$ cat src/rtl/dsi_link_sequencer.sv
// Sequences one D-PHY HS burst: clock lane up, data lanes up, stream words,
// data lanes down, clock lane down. Bytes of each word are spread one per lane.
module dsi_link_sequencer #(
    parameter int LANES    = 4,
    parameter int CLK_PRE  = 8,
    parameter int CLK_POST = 8
) (
    input  logic                 clk_sys,
    input  logic                 rst_n,
    input  logic                 tx_start,
    input  logic [8*LANES-1:0]   s_data,
    input  logic                 s_valid,
    input  logic                 s_last,
    output logic                 s_ready,
    output logic                 clk_start_rqst,
    output logic                 clk_fin_rqst,
    input  logic                 clk_active,
    output logic [LANES-1:0]     ln_start_rqst,
    output logic [LANES-1:0]     ln_fin_rqst,
    output logic [8*LANES-1:0]   ln_data,
    input  logic [LANES-1:0]     ln_data_rqst,
    input  logic [LANES-1:0]     ln_active,
    output logic                 busy,
    output logic                 underflow
);
    localparam int CNT_MAX = (CLK_PRE > CLK_POST) ? CLK_PRE : CLK_POST;
    localparam int CNT_W   = (CNT_MAX < 1) ? 1 : $clog2(CNT_MAX + 1);
    localparam logic [CNT_W-1:0] PRE_LOAD  = CNT_W'(CLK_PRE - 1);
    localparam logic [CNT_W-1:0] POST_LOAD = CNT_W'(CLK_POST - 1);

    typedef enum logic [2:0] {
        ST_IDLE      = 3'd0,
        ST_CLK_START = 3'd1,
        ST_CLK_PRE   = 3'd2,
        ST_LN_START  = 3'd3,
        ST_LN_SEND   = 3'd4,
        ST_LN_FIN    = 3'd5,
        ST_CLK_POST  = 3'd6,
        ST_CLK_FIN   = 3'd7
    } state_t;

    state_t                state_r;
    state_t                state_s;
    logic [CNT_W-1:0]      cnt_r;
    logic [8*LANES-1:0]    ln_data_r;
    logic                  underflow_r;
    logic                  cnt_zero_s;
    logic                  all_rqst_s;
    logic                  accept_s;
    logic                  underrun_s;

    // Only a request raised on every lane counts; partial requests are ignored.
    assign cnt_zero_s = (cnt_r == {CNT_W{1'b0}});
    assign all_rqst_s = &ln_data_rqst;
    assign accept_s   = (state_r == ST_LN_SEND) && all_rqst_s && s_valid;
    assign underrun_s = (state_r == ST_LN_SEND) && all_rqst_s && !s_valid;

    // State register
    always_ff @(posedge clk_sys or negedge rst_n) begin
        if (!rst_n) begin
            state_r <= ST_IDLE;
        end else begin
            state_r <= state_s;
        end
    end

    // Next-state logic
    always_comb begin
        state_s = state_r;
        case (state_r)
            ST_IDLE:      if (tx_start) state_s = ST_CLK_START; else state_s = ST_IDLE;
            ST_CLK_START: if (clk_active) state_s = ST_CLK_PRE; else state_s = ST_CLK_START;
            ST_CLK_PRE:   if (cnt_zero_s) state_s = ST_LN_START; else state_s = ST_CLK_PRE;
            ST_LN_START:  if (&ln_active) state_s = ST_LN_SEND; else state_s = ST_LN_START;
            ST_LN_SEND:   if (accept_s && s_last) state_s = ST_LN_FIN; else state_s = ST_LN_SEND;
            ST_LN_FIN:    if (~|ln_active) state_s = ST_CLK_POST; else state_s = ST_LN_FIN;
            ST_CLK_POST:  if (cnt_zero_s) state_s = ST_CLK_FIN; else state_s = ST_CLK_POST;
            ST_CLK_FIN:   if (!clk_active) state_s = ST_IDLE; else state_s = ST_CLK_FIN;
            default:      state_s = ST_IDLE;
        endcase
    end

    // Dwell counter: loaded on entry to the timed states, saturates at zero
    always_ff @(posedge clk_sys or negedge rst_n) begin
        if (!rst_n) begin
            cnt_r <= {CNT_W{1'b0}};
        end else if (state_r == ST_CLK_START && state_s == ST_CLK_PRE) begin
            cnt_r <= PRE_LOAD;
        end else if (state_r == ST_LN_FIN && state_s == ST_CLK_POST) begin
            cnt_r <= POST_LOAD;
        end else if ((state_r == ST_CLK_PRE || state_r == ST_CLK_POST) && !cnt_zero_s) begin
            cnt_r <= cnt_r - {{(CNT_W-1){1'b0}}, 1'b1};
        end else begin
            cnt_r <= cnt_r;
        end
    end

    // Lane byte register and underrun pulse; an underrun sends zero bytes
    always_ff @(posedge clk_sys or negedge rst_n) begin
        if (!rst_n) begin
            ln_data_r   <= {(8*LANES){1'b0}};
            underflow_r <= 1'b0;
        end else if (accept_s) begin
            ln_data_r   <= s_data;
            underflow_r <= 1'b0;
        end else if (underrun_s) begin
            ln_data_r   <= {(8*LANES){1'b0}};
            underflow_r <= 1'b1;
        end else begin
            ln_data_r   <= ln_data_r;
            underflow_r <= 1'b0;
        end
    end

    // Output decode; requests are also interlocked against live lane status
    always_comb begin
        s_ready        = 1'b0;
        clk_start_rqst = 1'b0;
        clk_fin_rqst   = 1'b0;
        ln_start_rqst  = {LANES{1'b0}};
        ln_fin_rqst    = {LANES{1'b0}};
        busy           = (state_r != ST_IDLE);
        case (state_r)
            ST_CLK_START: clk_start_rqst = 1'b1;
            ST_LN_START:  ln_start_rqst  = {LANES{clk_active}};
            ST_LN_SEND:   s_ready        = all_rqst_s;
            ST_LN_FIN:    ln_fin_rqst    = {LANES{1'b1}};
            ST_CLK_FIN:   clk_fin_rqst   = ~|ln_active;
            default:      busy           = (state_r != ST_IDLE);
        endcase
    end

    assign ln_data   = ln_data_r;
    assign underflow = underflow_r;

endmodule

$ cat config.mk
export PLATFORM = sky130hd
export DESIGN_NAME = dsi_link_sequencer
export DESIGN_NICKNAME = d
export VERILOG_FILES = /design/src/rtl/dsi_link_sequencer.sv
export SDC_FILE = /design/constraint.sdc
export NUM_CORES = 1
export LEC_CHECK = 0
export CORE_MARGIN = 2
export CORE_UTILIZATION = 35
export CTS_CLUSTER_DIAMETER = 200
export DETAILED_ROUTE_END_ITERATION = 12
export PLACE_DENSITY = 0.82
export SYNTH_ARGS = -nofsm -noshare
export SYNTH_HDL_FRONTEND = slang
export SYNTH_SLANG_ARGS = --single-unit
$ cat constraint.sdc
create_clock -name clk_sys -period 3.2 [get_ports clk_sys]
set_input_delay 0.32 -clock clk_sys [delete_from_list [all_inputs] [get_ports clk_sys]]
set_output_delay 0.32 -clock clk_sys [all_outputs]
set_load 0.005 [all_outputs]
==> results of run 1 <==
## per-layer routing
layer	vias up	share of wire (%)	GRT usage, %
li1	829	-	-
met3	8	6.5	4.000
met5	-	0	0
met1	761	42	18.81
met4	0	1.9	5.818
met2	69	49	26.05
## per-stage QoR
step	power, mW	area (µm²)	setup slack [ns]
6_report	1.567	2821	0.8620
5_1_grt	1.675	2821	0.6077
4_1_cts	1.589	2821	0.8207
3_5_place_dp	1.244	2731	0.8939
3_3_place_gp	1.227	2731	0.9096
2_1_floorplan	0.9679	1849	1.632
## kinds of logic after synthesis
group                      synth area share (%)
and+or+nand+nor                           31.46
DFF                                       54.13
buffers and inverters                     7.442
AOI/OAI and AO/OA                         4.196
xor gates and xnor gates                  1.421
adders and majority gates                 1.353
## cell usage in the layout, fill, tap and decap left out, types with 2 or more instances in the layout
cell             count
and3_1               2
buf_4                2
clkbuf_1             2
clkbuf_8             6
clkdlybuf4s50_1     89
dfrtp_1             40
ha_1                 2
inv_1                4
nand2_1             70
nand3_1             34
nor2_1               4
nor3_1               4
nor3b_1              2
o21ai_0              2
xnor2_1              2
## report_power, final
part	total, mW	switching (mW)	internal (mW)	leakage [nW]
registers	0.706	0.0996	0.607	0.543
clock network	0.335	0.159	0.176	0.0455
logic	0.525	0.212	0.313	0.734
total	1.57	0.471	1.10	1.32
## worst reg2reg max path, stage by stage, from the launching register on
cell	delay, ns
dfrtp_1	0.49
nor2_2	0.20
nand4_4	0.13
inv_4	0.30
a311oi_1	0.15
a32oi_1	0.22
## cell type report
class / instances / area [µm²] / area share (%)
Inverter: 5 / 21.27 / 0.7539
Sequential cell: 40 / 1001 / 35.48
Multi-Input combinational cell: 141 / 710.7 / 25.19
Timing Repair Buffer: 92 / 910.9 / 32.28
Tap cell: 70 / 87.58 / 3.104
Clock buffer: 8 / 90.09 / 3.193
## sequential cells by signal (all words and copies together), names as in the netlist
name and flops:
cnt_r 4, ln_data 32, state_r 3, underflow 1
## worst paths after layout
kind	cells past startpoint	slack, ns	start	to
min in group clk_sys	2	0.47	ln_data[4]	ln_data[4]
max in group asynchronous	1	2.52	rst_n	ln_data[28]
min reg2reg	2	0.47	ln_data[4]	ln_data[4]
min	1	0.15	rst_n	state_r[2]
max	3	0.86	state_r[1]	ln_start_rqst[0]
max reg2reg	5	1.62	state_r[1]	state_r[0]
==> results.yml, run 1 <==
floorplanning:
  chipWidth_um: 76.69
  placeableCoreArea_um2: 5107
  chipHeight_um: 76.69
  std_cell_rows: 26
  dieArea_um2: 5881
  ios: 91
  start_util_pct: 36.21
synthesis:
  synth-seq-cells: 40
  count_of_flip_flops_with_a_built_in_enable_after_synthesis: 0
  synthesis.area_per_instance_um2: 9.065
  yosysWarningCount: 0
  synth_top_cell_area_share_pct: 54.13
  synth_most_common_cell: "nand2_1"
  post_synth_inst_count: 204
  synth.area.top_cells: "dfrtp_1 (54%), nand2_1 (14%), nand3_1 (9.2%), buf_4 (2.4%), buf_6 (1.8%)"
  post_synth_most_frequent_cells: "nand2_1 (70), dfrtp_1 (40), nand3_1 (34)"
  netlist_area_um2: 1849
  synth_seq_area_share_pct: 54.13
  synth_top_flop_cell: "dfrtp_1"
  yosys.cell_types.count: 36
  proportion_of_register_bits_with_asynchronous_set_or_reset_after_synthesis_pct: 100.0
  netlist.top_cell.by_area: "dfrtp_1"
  syn_nets: 252
worst_setup_path:
  worst-path-buf-inv: 1
  critPathCaptureType: "output port"
  setup_cp_type: "register to output port"
  crit_path_cell_trace: "nand2_1 -> nor3b_1 -> clkdlybuf4s50_1"
  critPathTopFamily: "simple AND/OR/NAND/NOR gates"
  slowest_delay_ns: 0.58
  setup.worst_path.start_class: "register"
  critical_path_peak_fanout: 12
  crit_required_ns: 2.88
  worst-endpoint-arrival_ns: 2.02
  crit_slowest_cell: "clkdlybuf4s50_1"
finish:
  layoutNonFillerInstCount: 356
  number_of_antenna_diodes: 0
  nFillCells: 495
  final_core_utilization_pct: 55.24
  nNetsFinal: 333
  area.growth.synth_to_final_pct: 52.57
  final_layout_size_suffix_gt1_share_pct: 5.245
cts:
  cts_sinks: 40
  cts-root-buf: "clkbuf_8"
  cts_tree: "yes"
  cts_htree_levels: 2
  insertion_delay_ns: 0.28
  clock_tree.buffer_depth: 2
  post_cts_repair_setup_buffers: 0
  cts_resized: 0
  cts_buffers: 5
  clkTransAtPathRegs_ns: 0.07
  cts_stage_hold_buffer_count: 0
power:
  leakagePower_nw: 1.322
  ir_worst_vdd_v: 0.0002513
  power.density_nw_per_um2: 555.2
timing:
  worstMarginPinSlew_ns: 0.8589
  tns_ns: 0
  unrepaired_setup_endpoints_after_global_routing: "no"
  max_clock_freq_mhz: 427.7
  setup_viol_count_final: 0
  fin_crit_sh_pct: 73.06
  hold_violations: 0
  skew_ns: 0.001973
  worst_slew_margin_rel_pct: 42.74
  hold-worst-slack_ns: 0.1488
  period_minus_slack_ns: 2.338
  drv_slew: 0
route:
  detailroute.via_count: 1667
  postRouteAntennaNets: 0
  totalWireLength_um: 4321
  post_drt_via_cell_ratio: 4.683
  dr.pass1.iters: 5
  drt-initial-drc-count: 39
  route.detailed.drc: 0
  avgRoutedWirePerCell_um: 12.14
global_routing:
  first_pass_grt_wire_length_um: 7341
  track_usage_pct: 15.39
  pin_count_of_the_biggest_net_entering_global_routing: 41
  total_global_routing_overflow: 0
  grt_antenna_before_repair: 0
  number_of_global_route_vias_before_repair: 1556
status:
  run_status: "completed"
place:
  gpl.final_weighted_congestion: 0.7105
  placement.io_buffers: 90
  placed_cells: 348
  hpwl_after_detailed_placement_um: 3185
worst_hold_path:
  min-delay-path-class: "input port to async pin"
run:
  drv.max_cap_violation_count: 0
Power figures use the tool's default switching activity.
==> run 2, diff against run 1 <==
- PLACE_DENSITY: 0.82 -> 0.85
- clock period: 3.2 -> 1.98 ns (I/O delays scaled with it)
==> run 2 against run 1 <==
  * Setup slack got worse by 0.79 ns
  * Critical path depth increased by 1
  * Die area unchanged
  * Power increased by 79%
==> results.yml, run 2 (synthesis results as in run 1) <==
route:
  totalWireLength_um: 4889
  dr.pass1.iters: 4
  avgRoutedWirePerCell_um: 13.36
  route.detailed.drc: 0
  post_drt_via_cell_ratio: 4.724
  postRouteAntennaNets: 0
  detailroute.via_count: 1729
  drt-initial-drc-count: 81
finish:
  mostFrequentLayoutCells: "clkdlybuf4s50_1 (89), nand2_1 (70), dfrtp_1 (38), nand3_1 (34), buf_4 (11)"
  nFillCells: 488
  largest_register_ff_count: 32
  commonest_non_fill_non_tap_cell_in_the_layout: "clkdlybuf4s50_1"
  nNetsFinal: 343
  area.growth.synth_to_final_pct: 59.54
  final_core_utilization_pct: 57.77
  number_of_antenna_diodes: 0
  layout.cell_area.non_filler_um2: 2950
  final_layout_size_suffix_gt1_share_pct: 10.47
  layoutNonFillerInstCount: 366
global_routing:
  first_pass_grt_wire_length_um: 8376
  number_of_global_route_vias_before_repair: 1713
  grt_antenna_before_repair: 0
  pin_count_of_the_biggest_net_entering_global_routing: 34
  track_usage_pct: 17.77
  total_global_routing_overflow: 0
place:
  placed_cells: 357
  dpl-instance-area_um2: 2799
  gpl.final_weighted_congestion: 0.7641
  hpwl_after_detailed_placement_um: 3594
  placement.io_buffers: 90
  place_ws_ns: 0.07676
timing:
  fin_crit_sh_pct: 96.41
  worstMarginPinSlew_ns: 0.3705
  tns_ns: 0
  skew_ns: 0.003904
  layout_setup_ws_ns: 0.07115
  unrepaired_setup_endpoints_after_global_routing: "yes"
  setup_viol_count_final: 0
  worst_slew_margin_rel_pct: 75.11
  max_clock_freq_mhz: 523.9
  drv_slew: 0
  period_minus_slack_ns: 1.909
  hold_violations: 0
  hold-worst-slack_ns: 0.2429
floorplanning:
  dieArea_um2: 5881
  ios: 91
  start_util_pct: 36.21
  std_cell_rows: 26
  placeableCoreArea_um2: 5107
  chipHeight_um: 76.69
  chipWidth_um: 76.69
worst_setup_path:
  crit_path_cell_trace: "buf_4 -> nor3_1 -> inv_1 -> clkdlybuf4s50_1"
  setup.worst_path.start_class: "register"
  worst-endpoint-arrival_ns: 1.71
  critical_r2r_capture: "ln_data[29]"
  critical_path_peak_fanout: 9
  crit_slowest_cell: "clkdlybuf4s50_1"
  slowest_delay_ns: 0.46
  regToRegStartpoint: "state_r[0]"
  critPathTopFamily: "buffers and inverters"
  worst-path-buf-inv: 3
  critPathCaptureType: "output port"
  r2r_setup_slack_ns: 0.35
  setup_cp_type: "register to output port"
  crit_required_ns: 1.78
  worst-r2r-cell-count: 7
cts:
  clock_tree.buffer_depth: 2
  cts_tree: "yes"
  cts_sinks: 40
  cts-root-buf: "clkbuf_8"
  clkTransAtPathRegs_ns: 0.08
  cts_htree_levels: 2
  cts_buffers: 5
  insertion_delay_ns: 0.29
status:
  run_status: "completed"
power:
  leakagePower_nw: 1.391
  ir_worst_vdd_v: 0.0005071
  comb_power_share_pct: 33.5
  p_sw_share_pct: 29.60
  pwr-share-clk_pct: 25.9
  p_switching_mw: 0.8300
  fin_total_pwr_mw: 2.804
  seqPwrFrac_pct: 40.5
  power_report.internal_total_mw: 1.974
  power.density_nw_per_um2: 950.4
run:
  drv.max_cap_violation_count: 0
worst_hold_path:
  min-delay-path-class: "input port to async pin"
==> run 2: cell types whose count changed in the layout (fill, tap and decap cells not counted) <==
cell / change
buf_4: +9
bufinv_16: +1
clkbuf_1: -2
clkbuf_8: +1
dfrtp_1: -2
dfrtp_2: +2
dlygate4sd3_1: +1
nor2_1: -1
nor2_2: +1
nor3b_1: -2
nor3b_2: +2
==> run 2: worst reg2reg max path: stages, from the launching register on <==
cell and delay (ns):
dfrtp_2 0.47, nor2_2 0.21, nand4_4 0.15, inv_4 0.08, buf_4 0.21, buf_4 0.26
nand3_1 0.11, nand2_1 0.09
==> run 2: metal layers <==
metal	vias to the layer above	part of all wire (%)	track usage [%]
li1	848	-	-
met1	811	43	23.74
met2	59	49	28.33
met3	11	5.7	4.235
met4	0	2.2	6.182
met5	-	0	0
==> run 2: power by group through the flow <==
stage	Clock [mW]	Sequential [mW]	Combinational (mW)
after global placement	0	1.13	0.886
after floorplan	0	1.10	0.459
after global routing	0.786	1.17	1.03
after detailed placement	0	1.14	0.923
after CTS	0.748	1.13	0.936
final	0.728	1.14	0.940
==> run 2: worst max-delay path by stage <==
stage,endpoint,startpoint,depth (start not counted),slack [ns]
final,busy,state_r[1],4,0.07
after global placement,clk_fin_rqst,ln_active[1],4,0.12
after global routing,ln_fin_rqst[2],state_r[2],3,-0.02
after CTS,ln_start_rqst[1],state_r[0],3,0.01
after floorplan,ln_start_rqst[1],state_r[1],4,0.53
after detailed placement,clk_fin_rqst,ln_active[1],4,0.08
==> run 2: cell type report <==
cell class	count	area (µm²)	share of cell area (%)
well taps	70	87.58	2.969
clock inverters	1	30.03	1.018
repair buffers	102	988.4	33.50
inverters	5	21.27	0.7209
flip-flops and latches	40	1003	34.01
clock buffers	7	96.34	3.265
multi-input cells	141	723.2	24.51
==> run 2: timing repair <==
| item | CTS | global route |
|---|---|---|
| resized for setup | 2 | 3 |
| setup buffers | 0 | 0 |
| endpoints found under the hold margin | 40 | 0 |
| hold buffers | 1 | 0 |
| setup endpoints to repair | 8 | 10 |
==> run 3, diff against run 2 <==
- CORE_UTILIZATION: 35 -> 36
- PLACE_DENSITY: 0.85 -> 0.87
- SLEW_MARGIN: not set -> 20
==> run 3 against run 2 <==
  * Fmax is 0.11% higher
  * Critical endpoint is now ln_fin_rqst[1]
  * Non-clock buffer count decreased by 1
  * Sequential power hardly changed
  * Sequential share of layout area hardly changed
  * Highest routed layer unchanged
  * Die area is 2.6% lower
  * Combinational power increased by 1%
  * Count of clock-buffer cells in the layout stayed put
  * Utilization grew 0.62 points
  * Design area decreased by 0.21%
  * Largest cell class unchanged
  * Final cell count is 0.27% lower
==> results.yml, run 3 (synthesis results as in run 1) <==
global_routing:
  number_of_global_route_vias_before_repair: 1579
  total_global_routing_overflow: 0
  first_pass_grt_wire_length_um: 7141
  grt_antenna_before_repair: 0
  track_usage_pct: 16.47
  pin_count_of_the_biggest_net_entering_global_routing: 34
power:
  power_report.internal_total_mw: 1.973
  seqPwrFrac_pct: 40.1
  power.density_nw_per_um2: 944.0
  comb_power_share_pct: 34.2
  leakagePower_nw: 1.405
  pwr-share-clk_pct: 25.7
  p_sw_share_pct: 29.01
  p_switching_mw: 0.8063
  ir_worst_vdd_v: 0.0004689
floorplanning:
  dieArea_um2: 5726
  std_cell_rows: 26
  start_util_pct: 36.67
  placeableCoreArea_um2: 5042
  chipWidth_um: 75.67
  ios: 91
  chipHeight_um: 75.67
cts:
  insertion_delay_ns: 0.28
  cts-root-buf: "clkbuf_8"
  clkTransAtPathRegs_ns: 0.07
  clock_tree.buffer_depth: 2
  post_cts_repair_setup_buffers: 0
  cts_htree_levels: 2
  cts_tree: "yes"
  cts_sinks: 40
  cts_buffers: 5
timing:
  hold_violations: 0
  fin_crit_sh_pct: 96.30
  drv_slew: 0
  worst_slew_margin_rel_pct: 73.06
  skew_ns: 0.003882
  layout_setup_ws_ns: 0.07319
  period_minus_slack_ns: 1.907
  worstMarginPinSlew_ns: 0.4042
  setup_viol_count_final: 0
  max_clock_freq_mhz: 524.4
  hold-worst-slack_ns: 0.2351
worst_hold_path:
  min-delay-path-class: "input port to async pin"
route:
  avgRoutedWirePerCell_um: 12.43
  detailroute.via_count: 1671
  drt-initial-drc-count: 117
  totalWireLength_um: 4537
  post_drt_via_cell_ratio: 4.578
  route.detailed.drc: 0
  postRouteAntennaNets: 0
  dr.pass1.iters: 4
worst_setup_path:
  worst-r2r-cell-count: 7
  regToRegStartpoint: "state_r[1]"
  setup_cp_type: "register to output port"
  critPathCaptureType: "output port"
  critical_r2r_capture: "state_r[0]"
  worst-endpoint-arrival_ns: 1.71
  critical_path_peak_fanout: 13
  r2r_setup_slack_ns: 0.28
  setup.worst_path.start_class: "register"
  crit_required_ns: 1.78
place:
  gpl.final_weighted_congestion: 0.7606
  place_ws_ns: 0.08226
  dpl-instance-area_um2: 2791
  placement.io_buffers: 90
  hpwl_after_detailed_placement_um: 3376
  placed_cells: 356
finish:
  nNetsFinal: 342
  final_core_utilization_pct: 58.39
  nFillCells: 440
  layout.cell_area.non_filler_um2: 2944
  largest_register_ff_count: 32
  area.growth.synth_to_final_pct: 59.20
  mostFrequentLayoutCells: "clkdlybuf4s50_1 (88), nand2_1 (70), dfrtp_1 (39), nand3_1 (34), buf_4 (10)"
  layoutNonFillerInstCount: 365
  final_layout_size_suffix_gt1_share_pct: 9.831
  commonest_non_fill_non_tap_cell_in_the_layout: "clkdlybuf4s50_1"
  number_of_antenna_diodes: 0
status:
  run_status: "completed"
run:
  drv.max_cap_violation_count: 0
run 3: changes by cell type in the layout (fill, tap and decap cells not counted):
cell,change
dfrtp_1,+1
nor3b_2,-1
dfrtp_2,-1
clkdlybuf4s50_1,-1
nor3_1,-1
buf_4,-1
dlymetal6s2s_1,+1
nor3_2,+1
nor3b_1,+1
run 3: repair_timing:
| item | in CTS | in global routing |
|---|---|---|
| gates resized for setup | 2 | 3 |
| hold endpoints to repair | 40 | 0 |
| hold buffers | 1 | 0 |
| endpoints found under the setup margin | 9 | 6 |
run 3: layout make-up:
class	instances	area [µm²]	share of cell area, %
flip-flops and latches	40	1002	34.04
repair buffers	101	983.4	33.40
multi-input cells	141	723.2	24.56
clock buffers	7	96.34	3.272
well taps	70	87.58	2.975
clock inverters	1	30.03	1.020
inverters	5	21.27	0.7225
run 3: worst max-delay path: stages (launching register included):
cell	delay, ns
dfrtp_2	0.53
nand2_1	0.15
nor2_2	0.20
clkdlybuf4s50_1	0.55
run 3: metrics by stage:
step,TNS (ns),total power [mW]
global placement,0,2.023
detailed placement,0,2.065
global route,-0.04946,2.963
finish,0,2.779
CTS,0,2.805
floorplan,0,1.564
run 3: routing by layer:
| metal | vias to the layer above | track usage (%) | share of wire [%] |
|---|---|---|---|
| li1 | 846 | - | - |
| met3 | 8 | 6.349 | 7.3 |
| met5 | - | 0 | 0 |
| met2 | 49 | 27.63 | 52 |
| met1 | 768 | 19.93 | 40 |
| met4 | 0 | 4.288 | 1.1 |
run 3: worst max-delay path by stage:
stage                             from                to  slack (ns)  depth (start not counted)
after floorplan             state_r[1]  ln_start_rqst[1]        0.53                          4
after global placement    ln_active[1]      clk_fin_rqst        0.13                          4
after detailed placement  ln_active[1]      clk_fin_rqst        0.08                          4
after CTS                   state_r[1]           s_ready       0.004                          5
after global routing        state_r[2]    ln_fin_rqst[2]       -0.02                          3
final                       state_r[2]    ln_fin_rqst[1]        0.07                          3
run 3: power groups by stage:
| stage | combinational (mW) | clock, mW | sequential (mW) |
|---|---|---|---|
| floorplan | 0.459 | 0 | 1.10 |
| global placement | 0.907 | 0 | 1.12 |
| detailed placement | 0.945 | 0 | 1.12 |
| CTS | 0.952 | 0.741 | 1.11 |
| global route | 1.06 | 0.767 | 1.14 |
| finish | 0.951 | 0.714 | 1.11 |
==> RTL edit (flow settings as in run 3) <==
Set the parameter `LANES` to 8 (it was 4).
--- a/src/rtl/dsi_link_sequencer.sv
+++ b/src/rtl/dsi_link_sequencer.sv
@@ -1,7 +1,7 @@
 // Sequences one D-PHY HS burst: clock lane up, data lanes up, stream words,
 // data lanes down, clock lane down. Bytes of each word are spread one per lane.
 module dsi_link_sequencer #(
-    parameter int LANES    = 4,
+    parameter int LANES    = 8,
     parameter int CLK_PRE  = 8,
     parameter int CLK_POST = 8
 ) (
Interface: changed (6 resized); port bits go from 91 to 171. No check against the original RTL was run, so the function may have changed too.
==> RTL edit against run 3 <==
- sequential cell count increased by 32
- register-to-register slack worse by 110 ps
- area after synthesis rose by 76%
- first-iteration DRC count down 28%
- total power is 23% higher
- worst setup slack better by 12 ps
- wire length up 99%
- final cell count increased by 72%
- cell area is 79% higher
- die area grew 72%
- via count is 85% higher
- worst hold slack better by 180 ps
- critical path type is now input pin to output pin
- largest power group unchanged
==> RTL edit: results <==
export IMPL_status="complete, no violations"
export IMPL_nets=604
export IMPL_clk_transition_reported_paths_ps=90
export IMPL_avgSynthCellArea_um2=9.159
export IMPL_first_iter_violations=84
export IMPL_ys_seq_area_frac=0.5526
export IMPL_place_congestion=0.7653
export IMPL_critPathMaxStageDelay_ps=510
export IMPL_place_inst=607
export IMPL_post_place_ws_ps=-7.508
export IMPL_fin_skew_ps=15.71
export IMPL_io_buffers=170
export IMPL_clk_insertion_delay_late_ps=340
export IMPL_yosys_top_cells_area="dfrtp_1 55%, nand3_1 10%, o21ai_1 8.3%, inv_1 7.7%, buf_4 4.8%"
export IMPL_yosysUniqueCellTypes=31
export IMPL_ys_top_cells_by_count="72 x dfrtp_1, 68 x nand3_1, 67 x inv_1"
export IMPL_postPlaceCellArea_mm2=0.004972
export IMPL_ir_drop_mv=0.3480
export IMPL_min_period_over_period=0.9568
export IMPL_hold_ws_ps=411.3
export IMPL_h_tree_depth=3
export IMPL_drive_above_1_share=0.08637
export IMPL_grt_usage=0.1836
export IMPL_grt_max_degree=73
export IMPL_p_leak_nw=2.415
export IMPL_max_slew_margin=0.4894
export IMPL_vias_per_cell=4.901
export IMPL_routed_wl_mm=9.012
export IMPL_synth_nets=444
export IMPL_wire_per_inst_um=14.33
export IMPL_grt_pass1_wl_mm=14.48
export IMPL_r2r_slack_ps=170
export IMPL_dp_hpwl_mm=6.503
[RTL edit: worst register-to-register path, stage by stage, from the launching register on]
cell and delay [ps]:
dfrtp_2 460, nand4bb_4 260, nor3_4 210, buf_4 220
buf_12 260, nand3_1 170, o21ai_1 150
[RTL edit: final cells by class]
cell class / count / area [um^2]
Fill cell: 731 / 3507
Tap cell: 108 / 135.1
Clock inverter: 6 / 67.56
Multi-Input combinational cell: 181 / 1016
Timing Repair Buffer: 185 / 1843
Sequential cell: 72 / 1805
Clock buffer: 10 / 137.6
Inverter: 67 / 251.5
[RTL edit: routing by layer]
layer | up-vias | GRT usage | part of all wire
li1 | 1476 | - | -
met1 | 1453 | 0.2206 | 0.40
met2 | 140 | 0.3228 | 0.51
met3 | 14 | 0.04287 | 0.073
met4 | 0 | 0.06533 | 0.019
met5 | - | 0 | 0
[RTL edit: logic make-up (layout without fill, tap and decap cells)]
kind of cell,count (synthesis),count (layout),synth area share
DFF,72,72,0.5526
AOI/OAI and AO/OA,75,75,0.1201
xor gates and xnor gates,3,3,0.008060
buffers and inverters,103,268,0.1447
and+or+nand+nor,101,101,0.1669
adders and majority gates,2,2,0.007673
[RTL edit: repair_timing]
action,CTS,global route
hold endpoints to repair,72,0
setup endpoints to repair,18,17
gates resized for setup,6,7
setup buffers,3,2
hold buffers,1,0
[RTL edit: stage by stage]
step	TNS (ps)	total power, mW
2_1_floorplan	0	1.920
3_3_place_gp	0	2.212
3_5_place_dp	-11.89	2.243
4_1_cts	0	3.448
5_1_grt	-66.77	3.634
6_report	0	3.429
[RTL edit: power by group]
| part | switching, mW | total, mW | leakage [nW] | internal, mW |
|---|---|---|---|---|
| sequential | 0.0565 | 1.59 | 0.652 | 1.53 |
| combinational | 0.266 | 0.664 | 1.66 | 0.398 |
| clock | 0.557 | 1.18 | 0.0989 | 0.621 |
| total | 0.880 | 3.43 | 2.42 | 2.55 |
[RTL edit: path summary, 6_finish.rpt]
path | endpoint | cells past startpoint | startpoint
max | clk_fin_rqst | 5 | ln_active[3]
min | ln_data[54]$_DFFE_PN0P_ | 3 | rst_n
max reg2reg | ln_data[0]$_DFFE_PN0P_ | 6 | state_r[1]$_DFF_PN0_
min reg2reg | ln_data[2]$_DFFE_PN0P_ | 2 | ln_data[2]$_DFFE_PN0P_
max in group asynchronous | state_r[2]$_DFF_PN0_ | 3 | rst_n
min in group clk_sys | ln_data[54]$_DFFE_PN0P_ | 3 | s_data[54]
